## src/rtl/alu_arbiter.sv

```systemverilog
// Purpose: round-robin share of one registered 16-bit ALU between two valid/ready requesters; one op in flight.
// Latency: accept edge -> rsp_valid three cycles later; at most one operation every four cycles.
// Backpressure: req*_ready only in IDLE; rsp_* held stable while rsp_valid && !rsp_ready.
//
// Ports:
//   clock, reset_n                 rising-edge clock, async active-low reset
//   req{0,1}_valid/_ready/_op/_a/_b request channels (op: 000 add, 001 sub, 010 and, 011 or, 100 slt)
//   rsp_valid/_ready/_id/_result/_zero/_overflow/_err  response channel
//   alu_a, alu_b, alu_ctrl         registered operands/control towards the ALU
//   alu_result, alu_overflow, alu_slt  registered ALU outputs
//   busy                           an operation is in flight (state != IDLE)
module alu_arbiter #(
    parameter int WIDTH = 16
) (
    input  logic             clock,
    input  logic             reset_n,
    input  logic             req0_valid,
    output logic             req0_ready,
    input  logic [2:0]       req0_op,
    input  logic [WIDTH-1:0] req0_a,
    input  logic [WIDTH-1:0] req0_b,
    input  logic             req1_valid,
    output logic             req1_ready,
    input  logic [2:0]       req1_op,
    input  logic [WIDTH-1:0] req1_a,
    input  logic [WIDTH-1:0] req1_b,
    output logic             rsp_valid,
    input  logic             rsp_ready,
    output logic             rsp_id,
    output logic [WIDTH-1:0] rsp_result,
    output logic             rsp_zero,
    output logic             rsp_overflow,
    output logic             rsp_err,
    output logic [WIDTH-1:0] alu_a,
    output logic [WIDTH-1:0] alu_b,
    output logic [2:0]       alu_ctrl,
    input  logic [WIDTH-1:0] alu_result,
    input  logic             alu_overflow,
    input  logic             alu_slt,
    output logic             busy
);

    localparam logic [1:0] ST_IDLE = 2'd0;
    localparam logic [1:0] ST_EXEC = 2'd1;
    localparam logic [1:0] ST_CAPT = 2'd2;
    localparam logic [1:0] ST_RESP = 2'd3;

    localparam logic [2:0] OP_ADD = 3'b000;
    localparam logic [2:0] OP_SUB = 3'b001;
    localparam logic [2:0] OP_SLT = 3'b100;

    logic [1:0]       state_q, state_d;
    logic             last_grant_q, last_grant_d;
    logic             id_q, id_d;
    logic [2:0]       op_q, op_d;
    logic             illegal_q, illegal_d;
    logic [WIDTH-1:0] alu_a_q, alu_a_d;
    logic [WIDTH-1:0] alu_b_q, alu_b_d;
    logic [2:0]       alu_ctrl_q, alu_ctrl_d;
    logic             rsp_valid_q, rsp_valid_d;
    logic             rsp_id_q, rsp_id_d;
    logic [WIDTH-1:0] rsp_result_q, rsp_result_d;
    logic             rsp_zero_q, rsp_zero_d;
    logic             rsp_overflow_q, rsp_overflow_d;
    logic             rsp_err_q, rsp_err_d;

    logic             idle;
    logic             gnt_vld;
    logic             gnt_id;
    logic [2:0]       gnt_op;
    logic [WIDTH-1:0] gnt_a;
    logic [WIDTH-1:0] gnt_b;
    logic             gnt_illegal;
    logic [WIDTH-1:0] capt_result;

    // Grant selection and ready generation.
    always_comb begin
        idle    = (state_q == ST_IDLE);
        gnt_vld = req0_valid | req1_valid;
        // On a tie the requester that did not win last time goes next;
        // otherwise whichever one is asking (req1_valid alone -> 1).
        if (req0_valid && req1_valid) begin
            gnt_id = ~last_grant_q;
        end else begin
            gnt_id = req1_valid;
        end
        gnt_op      = gnt_id ? req1_op : req0_op;
        gnt_a       = gnt_id ? req1_a  : req0_a;
        gnt_b       = gnt_id ? req1_b  : req0_b;
        gnt_illegal = gnt_op[2] & (|gnt_op[1:0]);
        // reset_n gates the readies so they read 0 while reset is held,
        // even though state_q already sits at IDLE.
        req0_ready  = reset_n & idle & gnt_vld & ~gnt_id;
        req1_ready  = reset_n & idle & gnt_vld &  gnt_id;
    end

    // Result formatting for the capture edge.
    always_comb begin
        if (illegal_q) begin
            capt_result = '0;
        end else if (op_q == OP_SLT) begin
            capt_result = {{(WIDTH-1){1'b0}}, alu_slt};
        end else begin
            capt_result = alu_result;
        end
    end

    always_comb begin
        state_d        = state_q;
        last_grant_d   = last_grant_q;
        id_d           = id_q;
        op_d           = op_q;
        illegal_d      = illegal_q;
        alu_a_d        = alu_a_q;
        alu_b_d        = alu_b_q;
        alu_ctrl_d     = alu_ctrl_q;
        rsp_valid_d    = rsp_valid_q;
        rsp_id_d       = rsp_id_q;
        rsp_result_d   = rsp_result_q;
        rsp_zero_d     = rsp_zero_q;
        rsp_overflow_d = rsp_overflow_q;
        rsp_err_d      = rsp_err_q;
        case (state_q)
            ST_IDLE: begin
                if (gnt_vld) begin
                    alu_a_d      = gnt_a;
                    alu_b_d      = gnt_b;
                    // Illegal opcodes still run through the ALU as a harmless add.
                    alu_ctrl_d   = gnt_illegal ? OP_ADD : gnt_op;
                    id_d         = gnt_id;
                    op_d         = gnt_op;
                    illegal_d    = gnt_illegal;
                    last_grant_d = gnt_id;
                    state_d      = ST_EXEC;
                end
            end
            // ALU samples its stable inputs at the edge ending this cycle.
            ST_EXEC: state_d = ST_CAPT;
            ST_CAPT: begin
                rsp_result_d   = capt_result;
                rsp_zero_d     = (capt_result == '0);
                rsp_overflow_d = ((op_q == OP_ADD) || (op_q == OP_SUB)) ? alu_overflow : 1'b0;
                rsp_err_d      = illegal_q;
                rsp_id_d       = id_q;
                rsp_valid_d    = 1'b1;
                state_d        = ST_RESP;
            end
            default: begin
                if (rsp_ready) begin
                    rsp_valid_d = 1'b0;
                    state_d     = ST_IDLE;
                end
            end
        endcase
    end

    always_ff @(posedge clock or negedge reset_n) begin
        if (!reset_n) begin
            state_q        <= ST_IDLE;
            last_grant_q   <= 1'b1;
            id_q           <= 1'b0;
            op_q           <= 3'b000;
            illegal_q      <= 1'b0;
            alu_a_q        <= '0;
            alu_b_q        <= '0;
            alu_ctrl_q     <= 3'b000;
            rsp_valid_q    <= 1'b0;
            rsp_id_q       <= 1'b0;
            rsp_result_q   <= '0;
            rsp_zero_q     <= 1'b0;
            rsp_overflow_q <= 1'b0;
            rsp_err_q      <= 1'b0;
        end else begin
            state_q        <= state_d;
            last_grant_q   <= last_grant_d;
            id_q           <= id_d;
            op_q           <= op_d;
            illegal_q      <= illegal_d;
            alu_a_q        <= alu_a_d;
            alu_b_q        <= alu_b_d;
            alu_ctrl_q     <= alu_ctrl_d;
            rsp_valid_q    <= rsp_valid_d;
            rsp_id_q       <= rsp_id_d;
            rsp_result_q   <= rsp_result_d;
            rsp_zero_q     <= rsp_zero_d;
            rsp_overflow_q <= rsp_overflow_d;
            rsp_err_q      <= rsp_err_d;
        end
    end

    assign alu_a        = alu_a_q;
    assign alu_b        = alu_b_q;
    assign alu_ctrl     = alu_ctrl_q;
    assign rsp_valid    = rsp_valid_q;
    assign rsp_id       = rsp_id_q;
    assign rsp_result   = rsp_result_q;
    assign rsp_zero     = rsp_zero_q;
    assign rsp_overflow = rsp_overflow_q;
    assign rsp_err      = rsp_err_q;
    assign busy         = (state_q != ST_IDLE);

endmodule

```

## config.mk

```make
export PLATFORM = sky130hd
export DESIGN_NAME = alu_arbiter
export DESIGN_NICKNAME = d
export VERILOG_FILES = /design/src/rtl/alu_arbiter.sv
export SDC_FILE = /design/constraint.sdc
export NUM_CORES = 1
export LEC_CHECK = 0
export ABC_AREA = 1
export CAP_MARGIN = 20
export CORE_ASPECT_RATIO = 1.25
export CORE_MARGIN = 5
export CORE_UTILIZATION = 25
export CTS_CLUSTER_DIAMETER = 120
export DETAILED_ROUTE_END_ITERATION = 6
export DONT_BUFFER_PORTS = 1
export PLACE_DENSITY = 0.48
export SLEW_MARGIN = 20
export SYNTH_ARGS = -nofsm -noshare
export SYNTH_HDL_FRONTEND = slang
export SYNTH_SLANG_ARGS = --single-unit
```

## constraint.sdc

```tcl
create_clock -name clock -period 1.9 [get_ports clock]
set_input_delay 0.095 -clock clock [delete_from_list [all_inputs] [get_ports clock]]
set_output_delay 0.095 -clock clock [all_outputs]
set_load 0.005 [all_outputs]
```

==> metrics.txt, run 1 <==
Worst Tran Pin Value 0.509 ns; Final Cycle Share 0.934; Yosys top cell by area dfrtp_1; Post-Synthesis Cells 356; post-cts sizing count 0; final core utilization 0.347; Die Wd 111 um; Worst Path Required 1.80 ns; clock buffer count from CTS 9; gp weighted congestion 0.782; clock root buffer clkbuf_16; PortBufs 0; RSZ-0062 raised after global routing no; status finished, final reports clean; CP Depth 5; Crit Reg-Reg Endpoint alu_b[1]; drt pass-1 iters 5; Final min period 1.77 ns; gr ovfl total 0; Reg-to-Reg Start state_q[0]; core area 12600 um2; R2R cell count 7; CP top delay family simple AND/OR/NAND/NOR gates; I/O Pins 152; first-pass GRT wire length 15.7 mm; routed vias/inst 4.57; Post-Route Setup TNS 0 ns; peak supply drop 0.000372 V; clk_skew 0.00431 ns; hold crit path type in -> reg; leading cell types in the layout, fill and taps excluded nand2_1, dlygate4sd3_1, dfrtp_1; drt total wl 10.1 mm; clock insertion delay at the later pin of the skew report 0.32 ns; antenna violations before repair 0; Most common cell on crit path nand2_1; Initial Util 0.252; Worst Path Class, Setup reg -> out; setup bufs post-CTS 0; startpoint types flop; max incr delay on CP 0.39 ns; Final Hold Vio Count 0; worst-path cell chain nand2_1, nand2_4, inv_4, nand2_1, nor2_1; DRC viols 0; vias in the first global route 2893; sequential-to-total area share from yosys stat 0.504; Layout area overhead 37.4%; maximum clock path buffer count 2; Max Cap Violations 0; ANT nets after route 0; WP buf/inv 1; clock-pin slew on the worst setup and hold paths 0.05 ns; Synth Cell Area 3180 um2; DRT iter0 DRCs 110; Max FO, Critical Path 36; Area contributors post-synth dfrtp_1, o21ai_2, nand2_1; Detailed Place HPWL 6.82 mm; Die H 136 um; CTS tree yes; CP endpoint req1_ready; H-tree Lvls 3; share of the synthesized area in the top cell type 0.496; critical path arrival 1.68 ns; Crit-path slowest cell inv_4; leak pwr 1.96 nW; die area 15100 um2; largest net degree at the start of global routing 65; most common cell after layout, fill and taps aside nand2_1; Seq cells post-synth 64; Rows 46; gr usage total 0.134; Vias 2775; Warnings, synthesis 0; Slew Limit Fails 0; post-synth cell types 29; Syn Nets 452; WL/cell 16.7 um; share of cells above drive strength 1 0.160; Setup Viol. Count Final 0; Avg Cell Area, Syn 8.93 um2; Fmax 0.563 GHz; reg2reg setup slack 0.24 ns; cell area power density 1430 nW/um2; final net count 530; worst rel slew slack 0.661; CP Capture Type output port; Critical Path Start last_grant_q; hold_buf cts 79; total clock sinks 64
==> worst reg2reg max path: stages (launching register included) <==
cell	delay [ns]
dfrtp_1	0.38
inv_1	0.10
ha_1	0.27
o21ai_4	0.10
inv_2	0.15
buf_12	0.24
o21ai_0	0.18
o21ai_0	0.16
==> registers in the layout, indices dropped and copies added (netlist names) <==
signal / cells
alu_b: 16
rsp_err: 1
illegal_q: 1
alu_ctrl: 3
last_grant_q: 1
rsp_valid: 1
state_q: 2
id_q: 1
op_q: 3
alu_a: 16
rsp_id: 1
rsp_result: 16
rsp_zero: 1
rsp_overflow: 1
==> cells by family (layout without fill, tap and decap cells) <==
group,after synthesis,in the layout,share of synthesized area
fa+ha+maj,3,3,0.0118
flops,64,64,0.504
other cells,0,1,0
simple gates,151,151,0.191
buf+inv,42,124,0.0807
compound gates,96,96,0.212
==> worst min-delay path by stage <==
stage | startpoint | end | slack [ns] | cells after the start
6_report | req0_a[10] | alu_a[10] | 0.02 | 2
5_1_grt | req0_a[10] | alu_a[10] | 0.03 | 2
4_1_cts | req0_a[10] | alu_a[10] | 0.0007 | 2
3_5_place_dp | reset_n | rsp_result[1] | -0.20 | 0
3_3_place_gp | reset_n | rsp_result[1] | -0.20 | 0
2_1_floorplan | reset_n | alu_a[0] | -0.20 | 0
==> cell type report <==
class,count,area [um2]
Inverter,22,85.1
Timing Repair Buffer,87,881
Multi-Input combinational cell,250,1320
Clock buffer,15,268
Tap cell,168,210
Fill cell,1259,8240
Sequential cell,64,1600
Antenna cell,1,2.50
==> layer usage <==
metal / track usage / wire length (um)
met3: 0.0588 / 1040
met4: 0.0431 / 182
met1: 0.146 / 3820
met2: 0.234 / 5060
met5: 0 / 0
==> cells in the mapped netlist, drive strengths merged <==
master / number
inv: 22
nor2: 45
a22oi: 1
a32o: 4
dfstp: 1
buf: 19
nor3: 1
o211ai: 2
nand4: 1
o21a: 2
clkbuf: 1
ha: 3
o21ai: 85
nand2: 92
nand3: 12
dfrtp: 63
a21oi: 2
==> power breakdown <==
group | switching, mW | leakage [nW] | internal (mW)
clock network | 0.544 | 0.130 | 0.948
logic | 1.34 | 1.02 | 0.887
registers | 0.532 | 0.802 | 2.00
==> per-stage QoR <==
stage	total power [mW]	hold WS (ns)	worst slack [ns]	instances	area, um2
6_report	6.25	0.0168	0.125	607	4370
5_1_grt	6.79	0.0257	0.00951	606	4370
4_1_cts	6.38	0.000716	0.0507	606	4370
3_5_place_dp	4.66	-0.199	0.216	512	3290
3_3_place_gp	4.58	-0.199	0.264	512	3290
2_1_floorplan	4.16	-0.201	0.576	356	3180
Note: power is estimated with default switching activity, not from simulation.
==> inputs of run 2 (changes only) <==
--- a/config.mk
+++ b/config.mk
@@ -14,6 +14,7 @@
 export DETAILED_ROUTE_END_ITERATION = 6
 export DONT_BUFFER_PORTS = 1
 export PLACE_DENSITY = 0.48
+export SETUP_SLACK_MARGIN = 0.3
 export SLEW_MARGIN = 20
 export SYNTH_ARGS = -nofsm -noshare
 export SYNTH_HDL_FRONTEND = slang
==> run 2 against run 1 <==
The flow now finishes with violations (negative hold slack). Combinational power rose by 2%. Worst setup slack improved by 0.25 ns. Die area did not move. Utilization rose by 0.070 points. Largest power group unchanged. Non-clock buffer count fell by 2. Register-to-register slack improved by 0.13 ns. Clock skew barely moved. Final cell count fell by 0.33%. Via count fell by 0.36%. Critical path type is now reg -> reg. Wire length fell by 0.94%. Flip-flop and latch count did not move.
==> metrics.txt, run 2 (synthesis results as in run 1) <==
Max Cap Violations 0; Max FO, Critical Path 17; peak supply drop 0.000374 V; Multi-input gate area 1350 um2; Final min period 1.53 ns; Setup Viol. Count Final 0; clock root buffer clkbuf_16; hold crit path type in -> async; Initial Util 0.252; Detailed Place HPWL 6.82 mm; final net count 528; leading cell types in the layout, fill and taps excluded nand2_1, dlygate4sd3_1, dfrtp_1; clk_skew 0.00429 ns; leak pwr 1.95 nW; Worst Path Class, Setup reg -> reg; gp weighted congestion 0.782; placed insts 512; WL/cell 16.5 um; Worst Path Required 2.14 ns; pre-CTS WS 0.216 ns; clock insertion delay at the later pin of the skew report 0.32 ns; routed vias/inst 4.57; CTS tree yes; Die Wd 111 um; Crit Reg-Reg Endpoint alu_ctrl[0]; cell area power density 1440 nW/um2; status finished, violations left; largest net degree at the start of global routing 66; DRC viols 0; RSZ-0062 raised after global routing yes; Vias 2765; maximum clock path buffer count 2; Design Power 6.29 mW; Final Cycle Share 0.805; Layout area overhead 37.7%; startpoint types flop; vias in the first global route 2903; Post-Route Setup TNS 0 ns; core area 12600 um2; WP buf/inv 1; violated checks negative hold slack; die area 15100 um2; Worst Tran Pin Value 0.394 ns; PortBufs 0; Rows 46; first-pass GRT wire length 15.6 mm; fillcell total 1256; gr usage total 0.132; DRT iter0 DRCs 122; most common cell after layout, fill and taps aside nand2_1; gr ovfl total 0; drt pass-1 iters 4; worst rel slew slack 0.737; R2R cell count 7; Sequential Area 1600 um2; clock buffer count from CTS 9; CP Capture Type flop; worst-path cell chain nand2_1, nand2_4, buf_4, nand2_1, nand2_1, nand2_1, a21oi_1; Most common cell on crit path nand2_1; Fin Hold WS -0.530 ns; max incr delay on CP 0.52 ns; Slew Limit Fails 0; total clock sinks 64; ANT nets after route 0; critical path arrival 1.77 ns; fin cells 605; clock-pin slew on the worst setup and hold paths 0.05 ns; Final WS setup 0.371 ns; Die H 136 um; antenna violations before repair 0; hold_buf cts 77; setup bufs post-CTS 0; Reg-to-Reg Start last_grant_q; reg2reg setup slack 0.37 ns; Fmax 0.654 GHz; H-tree Lvls 3; I/O Pins 152; Final Hold Vio Count 64; share of cells above drive strength 1 0.167; drt total wl 10.0 mm; CP top delay family flip-flops; Crit-path slowest cell dfstp_2
[run 2: changes by cell type in the layout (fill, tap and decap cells not counted), sizes merged]
| cell | before | now |
|---|---|---|
| buf | 9 | 8 |
| dlygate4sd3 | 78 | 77 |
[run 2: worst max path at each step]
stage / to / startpoint / slack (ns) / cells past startpoint
2_1_floorplan: alu_a[0] / state_q[0] / 0.58 / 8
3_3_place_gp: alu_ctrl[2] / state_q[0] / 0.26 / 7
3_5_place_dp: alu_ctrl[2] / state_q[0] / 0.22 / 7
4_1_cts: req1_ready / last_grant_q / 0.32 / 5
5_1_grt: alu_b[1] / state_q[0] / 0.29 / 7
6_report: alu_ctrl[0] / last_grant_q / 0.37 / 7
[run 2: layout make-up]
type | count | area share
repair buffers | 85 | 0.193
multi-input cells | 250 | 0.308
clock buffers | 15 | 0.0612
inverters | 22 | 0.0226
diodes | 1 | 0.000572
flip-flops and latches | 64 | 0.366
well taps | 168 | 0.0480
[run 2: timing repair]
| action | 4_1_cts | 5_1_grt |
|---|---|---|
| setup endpoints to repair | 9 | 3 |
| endpoints found under the hold margin | 112 | 64 |
| gates resized for setup | 9 | 3 |
| pin swaps | 0 | 0 |
[run 2: per-layer routing]
layer  vias up  part of all wire  track usage
li1       1319                 -            -
met1      1310              0.38        0.144
met2       127              0.50        0.231
met3         9              0.10       0.0592
met4         0             0.018       0.0431
met5         -                 0            0
[run 2: where the power goes]
group	leakage [nW]	total [mW]	internal [mW]	switching (mW)
sequential	0.802	2.53	2.00	0.536
clock	0.130	1.49	0.948	0.542
combinational	1.02	2.27	0.919	1.35
[run 2: through the flow]
| stage | area, um2 | hold slack (ns) | utilization |
|---|---|---|---|
| 2_1_floorplan | 3180 | -0.201 | - |
| 3_3_place_gp | 3290 | -0.199 | 0.261 |
| 3_5_place_dp | 3290 | -0.199 | 0.261 |
| 4_1_cts | 4360 | -0.550 | 0.346 |
| 5_1_grt | 4380 | -0.556 | 0.347 |
| 6_report | 4380 | -0.530 | 0.347 |
